===== config.mk =====
export PLATFORM = sky130hd
export DESIGN_NAME = rr_arbiter
export DESIGN_NICKNAME = d
export VERILOG_FILES = /design/src/rtl/rr_arbiter.sv
export SDC_FILE = /design/constraint.sdc
export NUM_CORES = 1
export LEC_CHECK = 0
export BUFFER_PORTS_ARGS = -buffer_cell sky130_fd_sc_hd__buf_2
export CAP_MARGIN = 20
export CELL_PAD_IN_SITES_DETAIL_PLACEMENT = 1
export CELL_PAD_IN_SITES_GLOBAL_PLACEMENT = 1
export CORE_MARGIN = 2
export CORE_UTILIZATION = 39
export DETAILED_ROUTE_END_ITERATION = 10
export GPL_TIMING_DRIVEN = 0
export PLACE_DENSITY = 0.86
export SLEW_MARGIN = 20
export SYNTH_ARGS = -nofsm -noshare
export SYNTH_HDL_FRONTEND = slang
export SYNTH_SLANG_ARGS = --single-unit

===== constraint.sdc =====
create_clock -name clk -period 2.11 [get_ports clk]
set_input_delay 0.3165 -clock clk [delete_from_list [all_inputs] [get_ports clk]]
set_output_delay 0.3165 -clock clk [all_outputs]
set_load 0.005 [all_outputs]

===== src/rtl/rr_arbiter.sv =====
// rr_arbiter: N-requester arbiter with a registered, held grant.
//
// A grant is issued one clock after arbitration and held until the grantee
// pulses done or drops its own request. Winner selection is either fixed
// priority (lowest index wins) or round-robin starting at a rotation pointer
// that moves one past each new winner.
//
// Ports:
//   clk          system clock, rising edge
//   rst          asynchronous active-high reset
//   req          request vector, bit i = requester i
//   done         pulsed by the current grantee on its last cycle of use
//   grant        one-hot registered grant (zero when nothing is granted)
//   grant_idx    binary index of the granted requester, qualified by grant_valid
//   grant_valid  high while a grant is held
//
// FSM:
//   state | meaning
//   IDLE  | no grant held, waiting for any request
//   BUSY  | grant held until done or the grantee abandons its request

module rr_arbiter #(
    parameter int NUM_REQ = 8,
    parameter int RR_MODE = 1,
    parameter int IDX_W   = $clog2(NUM_REQ)
) (
    input  logic               clk,
    input  logic               rst,
    input  logic [NUM_REQ-1:0] req,
    input  logic               done,
    output logic [NUM_REQ-1:0] grant,
    output logic [IDX_W-1:0]   grant_idx,
    output logic               grant_valid
);

    typedef enum logic {IDLE, BUSY} state_t;

    state_t             state;
    logic [IDX_W-1:0]   ptr;
    logic [IDX_W-1:0]   base;
    logic [IDX_W-1:0]   win_idx;
    logic [IDX_W-1:0]   ptr_next;
    logic [NUM_REQ-1:0] win_onehot;
    logic               hit;
    logic               any_req;
    logic               release_now;
    logic               arbitrate;

    // Two-pass search: first the lowest request at or above the pointer,
    // then, if nothing was found there, the lowest request overall (wrap).
    // In fixed-priority mode the search base is pinned to zero.
    always_comb begin
        base    = (RR_MODE != 0) ? ptr : '0;
        win_idx = '0;
        hit     = 1'b0;
        for (int i = 0; i < NUM_REQ; i++) begin
            if (!hit && req[i] && (IDX_W'(i) >= base)) begin
                win_idx = IDX_W'(i);
                hit     = 1'b1;
            end
        end
        for (int i = 0; i < NUM_REQ; i++) begin
            if (!hit && req[i]) begin
                win_idx = IDX_W'(i);
                hit     = 1'b1;
            end
        end
    end

    assign any_req    = |req;
    assign win_onehot = {{(NUM_REQ-1){1'b0}}, 1'b1} << win_idx;
    assign ptr_next   = (win_idx == IDX_W'(NUM_REQ-1)) ? '0 : win_idx + 1'b1;

    // Abandon (grantee's own request dropped) releases exactly like done.
    assign release_now = (state == BUSY) && (done || ((req & grant) == '0));

    // Re-arbitrating in the release cycle avoids an idle bubble between grants.
    assign arbitrate = any_req && ((state == IDLE) || release_now);

    always_ff @(posedge clk or posedge rst) begin
        if (rst) begin
            state       <= IDLE;
            ptr         <= '0;
            grant       <= '0;
            grant_idx   <= '0;
            grant_valid <= 1'b0;
        end else begin
            case (state)
                IDLE: begin
                    if (arbitrate) begin
                        grant       <= win_onehot;
                        grant_idx   <= win_idx;
                        grant_valid <= 1'b1;
                        state       <= BUSY;
                        if (RR_MODE != 0) ptr <= ptr_next;
                    end
                end
                BUSY: begin
                    if (arbitrate) begin
                        grant       <= win_onehot;
                        grant_idx   <= win_idx;
                        grant_valid <= 1'b1;
                        if (RR_MODE != 0) ptr <= ptr_next;
                    end else if (release_now) begin
                        // grant_idx keeps its last value; grant_valid qualifies it.
                        grant       <= '0;
                        grant_valid <= 1'b0;
                        state       <= IDLE;
                    end
                end
                default: state <= IDLE;
            endcase
        end
    end

endmodule

Yosys cells after proc, flatten, opt, wreduce, memory -nomap -nowiden
Cells that the tools add are included.
- register bits: 16
- word-level logic and storage cells: 110
- add/subtract/negate cells: 1
- magnitude comparators: 8
- equality and inequality tests: 3
- shifts and indexed selects: 1
- multiplexer cells: 45
- bitwise gates (word level): 2
- reductions and logical operators: 45
- operators with widths (operator ; count):
    3-bit two-way mux ; 16
    1-bit logical AND ; 25
    8-bit two-way mux ; 3
    1-bit two-way mux ; 22
    8-bit one-hot mux with 2 select lines ; 1
    1-bit zero test ; 15
    3-bit greater-or-equal comparator (first input constant) ; 4
    8-bit AND ; 1
    8-bit zero test ; 1
    8-bit OR reduction ; 1
    1-bit by 3-bit << shifter with 8-bit output (first input constant) ; 1
    1-bit by 3-bit greater-or-equal comparator with 1-bit output (first input constant) ; 2
    2-bit by 3-bit greater-or-equal comparator with 1-bit output (first input constant) ; 2
    1-bit one-hot mux with 2 select lines ; 2
    3-bit by 1-bit adder with 3-bit output (second input constant) ; 1
    3-bit equality test (second input constant) ; 1
    3-bit by 1-bit != test with 1-bit output (second input constant) ; 1
    1-bit logical OR ; 2
    2-bit two-way mux ; 1
    2-bit != test (second input constant) ; 1
    2-bit AND reduction ; 1
    1-bit NOT ; 1

Longest topological paths before layout
- depth in word-level cells: 58
- depth in mapped cells: 10
- depth with buffers taken out: 9

Worst setup path after synthesis
Ideal clock, no wire load.
- path kind: input to register
- start: input port req[6]
- end: register grant[3]
- setup time: 0.121 ns
- arrival time: 1.858 ns
- required time: 1.989 ns
- slack: 0.131 ns
- stages: 9
- buffers on the path: 1
- path through: buf_2 -> nor3b_1 -> o31ai_1 -> a22oi_1 -> o21ai_0 -> inv_1 -> ha_1 -> ha_1 -> a22o_1
- cells in the longest elaborated chain, start to end: 34
- elaborated cells on any way between the ends: 54
- those cells by class: 2 x eq/ne; 1 x shift; 22 x mux; 1 x bitwise; 28 x reduce/logical
- RTL lines (element ; RTL line ; source):
    start: declaration ; 29 ; input logic [NUM_REQ-1:0] req,
    1-bit logical AND (2 in a row) ; 57 ; if (!hit && req[i] && (IDX_W'(i) >= base)) begin
    1-bit two-way mux ; 57 ;
    1-bit zero test ; 57 ;
    1-bit logical AND (2 in a row) ; 57 ;
    1-bit two-way mux ; 57 ;
    1-bit zero test ; 63 ; if (!hit && req[i]) begin
    1-bit logical AND ; 63 ;
    1-bit two-way mux ; 63 ;
    [17 not listed] ; -- ;
    1-bit two-way mux ; 63 ;
    1-bit zero test ; 63 ;
    1-bit logical AND ; 63 ;
    3-bit two-way mux * ; 63 ;
    via win_idx[1] ; 41 ; logic [IDX_W-1:0] win_idx;
    1-bit by 3-bit << shifter with 8-bit output * ; 71 ; assign win_onehot = {{(NUM_REQ-1){1'b0}}, 1'b1} << win_idx;
    8-bit two-way mux, on equally long branches ; 99, 90 ;
    8-bit one-hot mux with 2 select lines * ; 88 ; case (state)
    end signal: assignment ; 91 ; grant <= win_onehot;
    end signal: assignment ; 100 ; grant <= win_onehot;
    end: declaration ; 31 ; output logic [NUM_REQ-1:0] grant,
Mark *: on every way through the listed nets, which the timed path passes. The rest lies on a longest branch. The select of a mux whose other input is x is not followed.
A chain may end at the register's enable or synchronous reset.

Worst setup path after layout
- start: register ptr[1], in the netlist base[1]
- end: register grant[5]
- cells in the longest elaborated chain, start to end: 58
- elaborated cells on any way between the ends: 80
- those cells by class: 8 x order compare; 1 x shift; 33 x mux; 38 x reduce/logical
- RTL lines (element ; RTL line ; source):
    start: declaration ; 39 ; logic [IDX_W-1:0] ptr;
    start signal: assignment ; 95 ; if (RR_MODE != 0) ptr <= ptr_next;
    start signal: assignment ; 103 ; if (RR_MODE != 0) ptr <= ptr_next;
    1-bit by 3-bit greater-or-equal comparator with 1-bit output ; 57 ;
    1-bit logical AND ; 57 ;
    1-bit two-way mux ; 57 ;
    1-bit zero test ; 57 ;
    1-bit logical AND (2 in a row) ; 57 ;
    1-bit two-way mux ; 57 ;
    1-bit zero test ; 57 ;
    1-bit logical AND (2 in a row) ; 57 ;
    [41 not listed] ; -- ;
    1-bit two-way mux ; 63 ;
    1-bit zero test ; 63 ;
    1-bit logical AND ; 63 ;
    3-bit two-way mux * ; 63 ;
    via win_idx[0] ; 41 ;
    1-bit by 3-bit << shifter with 8-bit output * ; 71 ;
    8-bit two-way mux, on equally long branches ; 99, 90 ;
    8-bit one-hot mux with 2 select lines * ; 88 ;
Marked as above.

==> flow_results.org <==
** Die
- CORE AREA :: 2520 µm²
- Die Span Y :: 56.3 µm
- Width of the die :: 56.3 µm
- Row generation in the floorplan step produced 18 rows.
- In this run the count of I/O pins placed on the die edge is 23.
- Die ar. :: 3160 µm²
- Starting density of the core :: 0.422

** Placed design
- Number of placed cells counting well taps :: 170
- The placed instances occupy a cell area of 1210 µm².
- OpenSTA, run right after detailed placement, puts the worst setup slack at -309 ps.
- Post-DP HPWL :: 2.29 mm
- Final RePlAce weighted congestion :: 0.883
- Buffers placed on the I/O ports in this run total 21.

** Setup path
- STA classifies the critical path startpoint as a flip-flop.
- Following the worst setup path forward leads to its endpoint at grant[5].
- Required time reported for the critical path endpoint :: 2310 ps
- FF-to-FF End :: grant[5]
- Worst reg2reg path depth :: 7
- STA classifies the critical path endpoint as a flip-flop.
- Worst r2r src :: base[1]
- For flop-to-flop paths, the worst setup slack is 50 ps.
- Max Fanout on Critical Path :: 6
- Tracing the worst setup path back leads to its startpoint at base[1].
- STA puts the critical path data arrival time at 2250 ps.
- The critical path is of the flip-flop to flip-flop type.

** Timing
- In the finished design, the share of the clock period the worst path needs comes to 0.976.
- Summed over all failing endpoints, the final setup total negative slack is 0 ps.
- Clock skew on the completed layout was measured at 2.93 ps.
- Once routing completed, OpenROAD measured the worst setup slack at 51.6 ps.
- Max-slew violation total from the final report :: 0
- Setup violations remaining at the end of the flow were counted as 0.
- Measured slew at the worst slew-check pin :: 597 ps
- Time the worst path needs with I/O delays and setup :: 2060 ps
- Worst hold slack :: 64.3 ps
- Final hold violation count :: 0
- Relative slew slack :: 0.599
- Timing-limited maximum frequency :: 486 MHz

** GRT
- Met1 layer usage reported by global route :: 0.270
- Global routing finished with a remaining overflow of 0.
- The number of antenna violations at the first check in global routing is 0.
- The via count of the first global-routing pass was 994.
- For met2 alone, demand over resource in global routing was 0.326.
- The layer flagged by global routing as most heavily used is met2.
- In the global route stage, overall resource usage came out at 0.199.
- The first global-routing pass estimated 5.02 mm of wire.
- Entering global routing, the biggest net connects 17 pins.
- Met3 Resource Use GR :: 0.0253

** Pwr
- Overall power consumption after layout is estimated at 1.81 mW.
- In this run the power density over the cells is 1370 nW/µm².
- The worst-case IR drop observed on VDD is 0.000749 V.
- Summed over all cells, the static leakage comes to 0.612 nW.

** Synth
- Area share of and/or/nand/nor cells after synthesis :: 0.202
- Adder-Cell Fraction of Synth Area :: 0.0588
- Combinational family with the most area after synthesis :: compound AO/OA/AOI/OAI gates
- The synthesized design contains 16 register bits.
- Proportion of register bits with asynchronous set or reset after synthesis :: 1.00
- Count of different cell masters after synthesis :: 41
- The number of nets handed over by synthesis was 135.
- The share of the Yosys chip area taken by registers is 0.376.
- Predominant post-synthesis flop cell :: dfrtp_1
- Mean post-synth cell area :: 8.95 µm²
- Syn Std Cell Area :: 1060 µm²
- Yosys mapped a number of flops with a built-in enable equal to 0.
- Compound-gate portion of the synthesized area :: 0.295
- After synthesis, the share of cell area in mux cells is 0.
- Of all cell types, the one taking the most synthesized area is dfrtp_1.
- Of the total synthesized cell area, the portion taken by XOR and XNOR cells is 0.
- Largest cells by area after synthesis :: dfrtp_1 (38%), ha_1 (5.9%), a32o_1 (5.6%)
- Cells after synthesis :: 119
- For this run, the number of Yosys warnings is 0.
- The share of synthesized area in the top cell type comes to 0.376.

** CTS
- Clock latency at the later pin of the worst-skew pair :: 300 ps
- Buffer type at the clock tree root :: clkbuf_4
- Post-CTS Hold Buffers :: 0
- Number of buffers created by CTS :: 3
- The clock passes through at most 2 buffers.
- The tree built by TritonCTS fans out to 16 sinks.
- Clock-pin slew was measured on the worst setup and hold paths at 90 ps.
- H-tree depth reported by CTS :: 1
- TritonCTS built the clock tree.

** Route
- Wire length per cell after detailed routing :: 17.4 µm
- Total DRC errors in the routed layout :: 0
- Before antenna repair, the detailed router went through 4 iterations.
- DRT iter0 DRCs :: 16
- Number of nets with antenna violations after detailed routing :: 0
- Using the TritonRoute via totals, the vias-per-cell ratio works out to 5.90.
- Wires add up to 3.10 mm.
- Across all layers, the routed design uses 1051 vias.

** Finish
- The finished cells cover 1320 µm².
- Final standard cell count with taps included and fillers excluded :: 178
- Antenna diodes :: 0
- Final cell utilization of the core :: 0.525
- Share of post-route cells with drive strength above 1 :: 0.311
- Counting the fill cells in the layout gives 311.
- The area growth from synthesis to layout is 24.3%.
- For this run, the post-layout net count is 165.

** Min path
- In this run the worst hold path is classified as input pin to async pin.

** Run status
- The flow ran to the end, and the final reports show no timing, DRC or antenna violations.

** Run
- Max-cap violations in this run came to 0.
## cells in the mapped netlist, types with 2 or more instances
cell type  instances
a21oi_1            4
a22o_1             2
a22oi_1            5
a32o_1             6
and2_1             2
buf_2              4
clkbuf_1           2
dfrtp_1           16
ha_1               5
inv_1              6
nand2_1           13
nand2b_1           2
nand3_1            5
nor2_1             4
nor2b_1            4
nor3_1             3
nor3b_1            2
o21ai_0            9
o21bai_1           2
o31ai_1            2
## report_power, final
| part | leakage (nW) | internal [mW] | switching [mW] |
|---|---|---|---|
| sequential | 0.197 | 0.431 | 0.0925 |
| clock | 0.0210 | 0.105 | 0.104 |
| combinational | 0.394 | 0.485 | 0.593 |
## cell families (layout without fill, tap and decap cells)
kind of cell / after synthesis / count (layout)
AOI/OAI and AO/OA: 42 / 42
adders and majority gates: 5 / 5
and+or+nand+nor: 41 / 41
buffers and inverters: 15 / 44
DFF: 16 / 16
## cell usage in the layout (no fill, tap or decap), types with 2 or more instances in the layout
cell type  instances
ha_1               4
a22oi_1            5
o21ai_1            3
o31ai_1            2
a21oi_1            4
o21bai_1           2
nor3b_1            2
nand2_1           13
inv_1              6
dfrtp_1           14
and2_1             2
dfrtp_2            2
nor2b_1            4
buf_4              7
a22o_1             2
clkbuf_4           4
a32o_1             6
buf_2             22
o21ai_0            6
nor3_1             3
nand2b_1           2
nand3_1            5
clkbuf_1           2
nor2_1             4
## final cells by class
class | count | area, µm² | share of cell area
Multi-Input combinational cell | 88 | 632 | 0.477
Sequential cell | 16 | 403 | 0.304
Timing Repair Buffer | 25 | 135 | 0.102
Buffer | 8 | 53.8 | 0.0406
Tap cell | 30 | 37.5 | 0.0284
Clock buffer | 4 | 36.3 | 0.0274
Inverter | 7 | 26.3 | 0.0198
## how the worst min path moves through the flow
stage,from,endpoint,slack (ps),cells past startpoint
CTS,rst,grant_idx[0],90,2
floorplan,rst,base[0],230,1
finish,rst,grant_idx[0],60,2
global route,rst,grant_idx[0],140,2
detailed placement,rst,grant_idx[0],420,2
global placement,rst,grant_idx[0],400,2
## what timing repair did
action	4_1_cts	5_1_grt
cloned	0	0
pin swaps	0	5
gates resized for setup	6	8
setup buffers	0	4
setup endpoints to repair	8	8
## layer usage
metal	wire length (µm)	part of all wire
met1	1430	0.46
met2	1530	0.49
met3	92	0.030
met4	44	0.014
met5	0	0
## state kept, by name, indices dropped and copies added, names as in the netlist
register / flops
base: 3
grant_valid: 1
state: 1
grant: 8
grant_idx: 3
## worst max-delay path, stage by stage (launching register included)
cell,delay (ps)
dfrtp_2,450
o21bai_1,160
a311o_1,370
a32oi_2,250
o32ai_4,140
buf_4,160
ha_1,200
a32o_1,220
Power figures use the tool's default switching activity.
